===== src/rtl/systolic_pkg.sv =====
// Shared types and helpers for the systolic array sequencer.
package systolic_pkg;

    typedef enum logic [2:0] {IDLE, LOAD_WT, STREAM, DRAIN, DONE} ctrl_state_t;

    localparam int DEF_N_SIZE = 32;

    function automatic int array_latency(input int n);
        return 2 * n;
    endfunction

endpackage


===== src/rtl/systolic_valid_pipe.sv =====
// DEPTH-stage valid shift register; vld_d is vld delayed by DEPTH cycles.
module systolic_valid_pipe #(
    parameter int DEPTH = 64
) (
    input  logic clk,
    input  logic rst,
    input  logic vld,
    output logic vld_d
);

    logic [DEPTH-1:0] r_sr;
    logic [DEPTH-1:0] w_shift;

    genvar gi;
    generate
        for (gi = 0; gi < DEPTH; gi++) begin : g_stage
            if (gi == 0) begin : g_head
                assign w_shift[gi] = vld;
            end else begin : g_body
                assign w_shift[gi] = r_sr[gi-1];
            end
        end
    endgenerate

    always_ff @(posedge clk or posedge rst) begin
        if (rst) begin
            r_sr <= '0;
        end else begin
            r_sr <= w_shift;
        end
    end

    assign vld_d = r_sr[DEPTH-1];

endmodule


===== src/rtl/systolic_ctrl.sv =====
// Weight-stationary systolic array sequencer: weight load, activation stream, drain.
// Optional SYSTOLIC_CTRL_PERF_EN adds busy-cycle and tile counters.
module systolic_ctrl
    import systolic_pkg::*;
#(
    parameter int N_SIZE    = DEF_N_SIZE,
    parameter int M_MAX     = 256,
    parameter int ARRAY_LAT = array_latency(N_SIZE),
    parameter int ADDR_W    = 12,
    localparam int RW       = $clog2(M_MAX + 1),
    localparam int NW       = $clog2(N_SIZE)
) (
    input  logic              clk,
    input  logic              rst,
    input  logic              start,
    input  logic [RW-1:0]     cfg_rows,
    input  logic              cfg_reuse_wt,
    input  logic [ADDR_W-1:0] cfg_wt_base,
    input  logic [ADDR_W-1:0] cfg_act_base,
    input  logic [ADDR_W-1:0] cfg_out_base,
    output logic              busy,
    output logic              done,
    output logic              wt_rd_en,
    output logic [ADDR_W-1:0] wt_rd_addr,
    output logic              arr_wt_en,
    output logic [NW-1:0]     arr_wt_row_sel,
    output logic              act_rd_en,
    output logic [ADDR_W-1:0] act_rd_addr,
    output logic              arr_valid_in,
    output logic              out_wr_en,
    output logic [ADDR_W-1:0] out_wr_addr
`ifdef SYSTOLIC_CTRL_PERF_EN
    ,
    output logic [31:0]       perf_busy_cycles,
    output logic [15:0]       perf_tiles
`endif
);

    ctrl_state_t       r_state, w_state_next;
    logic [RW-1:0]     r_rows, r_act_cnt, r_wr_cnt;
    logic [NW-1:0]     r_wt_cnt, r_row_sel;
    logic [ADDR_W-1:0] r_wt_base, r_act_base, r_out_base;
    logic              r_wt_en, r_valid, r_pre1, r_wr_en, r_done;
    logic              w_pre2, w_wt_rd, w_act_rd, w_accept, w_last_soon;
    logic [RW-1:0]     w_rows_sat;
    logic [RW+1:0]     w_wr_ahead;

    assign w_rows_sat = (cfg_rows > RW'(M_MAX)) ? RW'(M_MAX) : cfg_rows;
    assign w_accept   = (r_state == IDLE) && start;
    assign w_wt_rd    = (r_state == LOAD_WT);
    assign w_act_rd   = (r_state == STREAM);

    // Delay line totals ARRAY_LAT stages from the activation read strobe; the
    // last two stages are split out so DRAIN can see a write two cycles ahead
    // and leave DONE in time for the registered done to align with it.
    systolic_valid_pipe #(.DEPTH(ARRAY_LAT - 2)) u_valid_pipe (
        .clk   (clk),
        .rst   (rst),
        .vld   (w_act_rd),
        .vld_d (w_pre2)
    );

    // Writes issued by the end of next cycle, compared against the final index.
    assign w_wr_ahead  = {2'b00, r_wr_cnt} + (RW+2)'(r_wr_en) + (RW+2)'(r_pre1);
    assign w_last_soon = w_pre2 && ((w_wr_ahead + 1'b1) == {2'b00, r_rows});

    always_comb begin
        w_state_next = r_state;
        case (r_state)
            IDLE: begin
                if (start) begin
                    if (w_rows_sat == '0)   w_state_next = DONE;
                    else if (cfg_reuse_wt)  w_state_next = STREAM;
                    else                    w_state_next = LOAD_WT;
                end
            end
            LOAD_WT: if (r_wt_cnt == NW'(N_SIZE - 1)) w_state_next = STREAM;
            STREAM:  if (r_act_cnt == r_rows - 1'b1)  w_state_next = DRAIN;
            DRAIN:   if (w_last_soon)                 w_state_next = DONE;
            DONE:    w_state_next = IDLE;
            default: w_state_next = IDLE;
        endcase
    end

    always_ff @(posedge clk or posedge rst) begin
        if (rst) begin
            r_state    <= IDLE;
            r_rows     <= '0;
            r_act_cnt  <= '0;
            r_wr_cnt   <= '0;
            r_wt_cnt   <= '0;
            r_row_sel  <= '0;
            r_wt_base  <= '0;
            r_act_base <= '0;
            r_out_base <= '0;
            r_wt_en    <= 1'b0;
            r_valid    <= 1'b0;
            r_pre1     <= 1'b0;
            r_wr_en    <= 1'b0;
            r_done     <= 1'b0;
        end else begin
            r_state   <= w_state_next;
            r_wt_en   <= w_wt_rd;
            r_row_sel <= w_wt_rd ? r_wt_cnt : '0;
            r_valid   <= w_act_rd;
            r_pre1    <= w_pre2;
            r_wr_en   <= r_pre1;
            r_done    <= (r_state == DONE);
            if (w_accept) begin
                r_rows     <= w_rows_sat;
                r_wt_base  <= cfg_wt_base;
                r_act_base <= cfg_act_base;
                r_out_base <= cfg_out_base;
                r_wt_cnt   <= '0;
                r_act_cnt  <= '0;
                r_wr_cnt   <= '0;
            end else begin
                if (w_wt_rd) r_wt_cnt <= (r_wt_cnt == NW'(N_SIZE - 1)) ? '0 : r_wt_cnt + 1'b1;
                if (w_act_rd) r_act_cnt <= r_act_cnt + 1'b1;
                if (r_wr_en) r_wr_cnt <= r_wr_cnt + 1'b1;
            end
        end
    end

    assign busy           = (r_state != IDLE);
    assign done           = r_done;
    assign wt_rd_en       = w_wt_rd;
    assign wt_rd_addr     = w_wt_rd ? r_wt_base + ADDR_W'(r_wt_cnt) : '0;
    assign arr_wt_en      = r_wt_en;
    assign arr_wt_row_sel = r_row_sel;
    assign act_rd_en      = w_act_rd;
    assign act_rd_addr    = w_act_rd ? r_act_base + ADDR_W'(r_act_cnt) : '0;
    assign arr_valid_in   = r_valid;
    assign out_wr_en      = r_wr_en;
    assign out_wr_addr    = r_wr_en ? r_out_base + ADDR_W'(r_wr_cnt) : '0;

`ifdef SYSTOLIC_CTRL_PERF_EN
    logic [31:0] r_perf_busy;
    logic [15:0] r_perf_tiles;

    always_ff @(posedge clk or posedge rst) begin
        if (rst) begin
            r_perf_busy  <= '0;
            r_perf_tiles <= '0;
        end else begin
            if (busy && (r_perf_busy != '1))   r_perf_busy  <= r_perf_busy + 1'b1;
            if (r_done && (r_perf_tiles != '1)) r_perf_tiles <= r_perf_tiles + 1'b1;
        end
    end

    assign perf_busy_cycles = r_perf_busy;
    assign perf_tiles       = r_perf_tiles;
`endif

endmodule


===== config.mk =====
export PLATFORM = sky130hd
export DESIGN_NAME = systolic_ctrl
export DESIGN_NICKNAME = d
export VERILOG_FILES = /design/src/rtl/systolic_pkg.sv /design/src/rtl/systolic_valid_pipe.sv /design/src/rtl/systolic_ctrl.sv
export SDC_FILE = /design/constraint.sdc
export NUM_CORES = 1
export LEC_CHECK = 0
export ABC_AREA = 1
export CORE_ASPECT_RATIO = 1.1
export CORE_MARGIN = 5
export CORE_UTILIZATION = 50
export CTS_CLUSTER_DIAMETER = 200
export DETAILED_ROUTE_END_ITERATION = 6
export DONT_BUFFER_PORTS = 1
export SYNTH_ARGS = -nofsm -noshare
export SYNTH_HDL_FRONTEND = slang
export SYNTH_SLANG_ARGS = --single-unit

===== constraint.sdc =====
create_clock -name clk -period 5.2 [get_ports clk]
set_input_delay 0.52 -clock clk [delete_from_list [all_inputs] [get_ports clk]]
set_output_delay 0.52 -clock clk [all_outputs]
set_load 0.01 [all_outputs]

==> impl_metrics.py <==
metrics = {
    "outcome": {
        "status": "completed",
    },
    "hold_path": {
        "min_path_type": "primary input to asynchronous set/reset pin",
    },
    "detailed_routing": {
        "final_antenna_net_count": 0,
        "drt_first_pass_iters": 5,
        "num_vias": 5282,
        "wl_per_cell_um": 15.48,
        "drt_iter0_markers": 401,
        "routed_wirelength_um": 15560,
        "viasPerCell": 5.256,
        "drc": 0,
    },
    "global_routing": {
        "grt_max_degree": 89,
        "overflow": 0,
        "grt_pass1_vias": 5226,
        "grtUsageTotal_pct": 20.23,
        "grt_pass1_wl_um": 25880,
        "antenna_found_initial": 0,
    },
    "yosys": {
        "synthFlopType": "dfrtp_1",
        "yosysTopAreaCellShare_pct": 51.97,
        "synth_warnings": 0,
        "ys_types": 39,
        "synthesis.area_mm2": 0.006838,
        "avgSynthCellArea_um2": 8.526,
        "ys_ff_latch": 142,
        "synth_edf_count": 0,
        "synth_area_leader_cell": "dfrtp_1",
        "synth_fa_ha_area_share_pct": 6.844,
        "synth_mux_area_share_pct": 0,
        "async_flop_share_pct": 100.0,
        "synthesis.instances": 802,
        "syn_nets": 886,
        "yosysSeqAreaShare_pct": 51.97,
        "synth_simple_gate_area_share_pct": 23.29,
        "synth_top_family_by_area": "simple AND/OR/NAND/NOR gates",
        "synthTopCellsByArea": "dfrtp_1 52%, nand2_1 13%, ha_1 5.7%, inv_1 4.3%, nor2_1 4.2%",
        "synth-compound-area-share_pct": 9.460,
        "synth-xor-area-share_pct": 2.562,
    },
    "power_and_ir_drop": {
        "vdd_drop_max_v": 0.0002204,
        "power_leakage_uw": 0.003795,
        "power.density_mw_per_mm2": 313.9,
    },
    "setup_path": {
        "cpMaxStageDelayCell": "dfrtp_1",
        "path_class": "register to primary output",
        "startpoint": "r_wt_cnt[0]",
        "crit_path_end_kind": "primary output",
        "worst_ep_required_time_ns": 4.68,
        "reg2reg_slack_ns": 2.28,
        "critPathCapture": "wt_rd_addr[8]",
        "r2r-start": "out_wr_en",
        "reg2regPathDepth": 17,
        "r2r-end": "r_state[0]",
        "crit_top_cell": "nand2_1",
        "path_cells": "ha_1 -> fa_1 -> nand2_1 -> inv_1 -> o21ai_0 -> nand2_1 -> a21oi_1 -> nor2_1 -> nand2_1 -> o21ai_0 -> nor2_1",
        "crit_arrival_ns": 2.51,
        "cp_slowest_stage_delay_ns": 0.41,
        "cp-start-kind": "register",
        "cp_max_fo": 4,
    },
    "cells_and_area": {
        "fillers": 1227,
        "final_cell_area_mm2": 0.007640,
        "nNetsFinal": 892,
        "final_cell_mix": "239 x nand2_1, 142 x dfrtp_1, 77 x nor2_1, 77 x inv_1, 48 x a21oi_1",
        "layout-drive-gt1-share_pct": 6.699,
        "final_core_util_pct": 57.34,
        "layout_commonest_cell": "nand2_1",
        "instances_no_fill": 1005,
        "diodes": 0,
        "syn_to_final_growth_pct": 11.73,
    },
    "timing": {
        "setup-tns-final_ns": 0,
        "setup_violations": 0,
        "drv_slew": 0,
        "max_freq_mhz": 330.5,
        "clock_skew_ns": 0.005569,
        "worst_pin_slew_ns": 0.9558,
        "min_period_over_period_pct": 58.19,
        "hold_violations": 0,
        "rsz0062_at_grt": "false",
        "max-slew-margin-rel_pct": 36.19,
        "post-route-min-period_ns": 3.026,
    },
    "cts": {
        "root_buffer": "clkbuf_16",
        "cts_buffers": 17,
        "cts_tree": "built",
        "cts_buffer_depth": 2,
        "clkSinkCount": 142,
        "path_clk_slew_ns": 0.06,
        "htree_num_levels": 4,
        "clkLatencyLatePin_ns": 0.42,
        "ctsHoldBuffers": 0,
        "ctsResizeCount": 0,
        "postCtsSetupBuffers": 0,
    },
    "place": {
        "dpl-instance-area_mm2": 0.007017,
        "dp.final_hpwl_um": 11070,
        "placedCellCount": 973,
        "port_buffers": 0,
        "gp_congestion": 0.9145,
    },
    "floorplanning": {
        "die_y_um": 132.7,
        "io-pin-count": 97,
        "die-area_mm2": 0.01612,
        "start_util_pct": 51.32,
        "core_mm2": 0.01332,
        "rows": 44,
        "die_w_um": 121.5,
    },
    "run": {
        "drv_cap": 0,
    },
}
-- power by group --
group	internal, uW	switching [uW]	leakage, uW
registers	1100	0	0.00161
clock network	779	489	0.000298
logic	1.88	22.8	0.00189
-- synthesized netlist by cell type, types with 2 or more instances --
master and count:
buf_2 9, o21a_1 3, o2111ai_1 4, o21ai_1 4
nor3_1 4, fa_1 4, nand3b_1 3, nand3_2 2
ha_1 31, inv_2 7, dfrtp_1 142, nand4_1 6
a31oi_1 3, o22ai_1 12, a21oi_1 48, xnor2_1 8
nor2_1 77, nor2_2 4, xor2_1 12, clkinv_1 3
o21ai_0 39, clkbuf_1 5, inv_1 78, nand2_2 3
nand3_1 39, nand2_1 239
-- kinds of logic (layout without fill, tap and decap cells) --
group | Yosys count | in the layout
DFF | 142 | 142
xor gates and xnor gates | 20 | 20
AOI/OAI and AO/OA | 118 | 118
buffers and inverters | 103 | 122
and+or+nand+nor | 384 | 384
adders and majority gates | 35 | 35
-- metrics by stage --
| step | hold slack (ns) | total power, uW | worst slack [ns] |
|---|---|---|---|
| after floorplan | 0.3312 | 1144 | 0.8704 |
| after global placement | 0.3345 | 1151 | 2.432 |
| after detailed placement | 0.3355 | 1152 | 2.314 |
| after CTS | 0.1448 | 2430 | 2.137 |
| after global routing | 0.1769 | 2484 | 1.889 |
| final | 0.1163 | 2398 | 2.174 |
-- layout make-up --
type	instances	area, um2	area share [%]
clock buffer	19	442.9	5.798
clock inverter	13	180.2	2.358
inverter	88	335.3	4.389
multi-input combinational	557	2883	37.73
sequential	142	3553	46.51
tap	184	230.2	3.013
timing repair buffer	2	15.01	0.1965
-- layer usage --
layer | GRT usage, % | wire length [um]
met5 | 0 | 0
met4 | 7.846 | 283
met3 | 6.191 | 1007
met2 | 31.21 | 7236
met1 | 26.80 | 7029
-- flip-flops by register name (all words and copies together) (netlist names) --
name	flops
arr_wt_en	1
arr_wt_row_sel	5
done	1
out_wr_en	1
r_act_base	12
r_act_cnt	9
r_out_base	12
r_pre1	1
r_rows	9
r_state	3
r_wr_cnt	9
r_wt_base	12
r_wt_cnt	5
u_valid_pipe.r_sr	62
-- worst max-delay path, delay by kind of cell, from the launching register on --
family / cells / cell delay, ns
fa+ha+maj: 2 / 0.61
simple gates: 5 / 0.63
compound gates: 3 / 0.39
flops: 1 / 0.41
buf+inv: 1 / 0.05
-- worst min-delay path by stage --
| stage | start | end | slack [ns] | cells past startpoint |
|---|---|---|---|---|
| finish | rst | r_wt_base[10] | 0.12 | 1 |
| global route | rst | r_wt_base[8] | 0.18 | 1 |
| CTS | rst | r_wt_base[4] | 0.14 | 1 |
| detailed placement | u_valid_pipe.r_sr[17] | u_valid_pipe.r_sr[18] | 0.34 | 0 |
| global placement | u_valid_pipe.r_sr[11] | u_valid_pipe.r_sr[12] | 0.33 | 0 |
| floorplan | u_valid_pipe.r_sr[9] | u_valid_pipe.r_sr[10] | 0.33 | 0 |
Note: power is estimated with default switching activity, not from simulation.
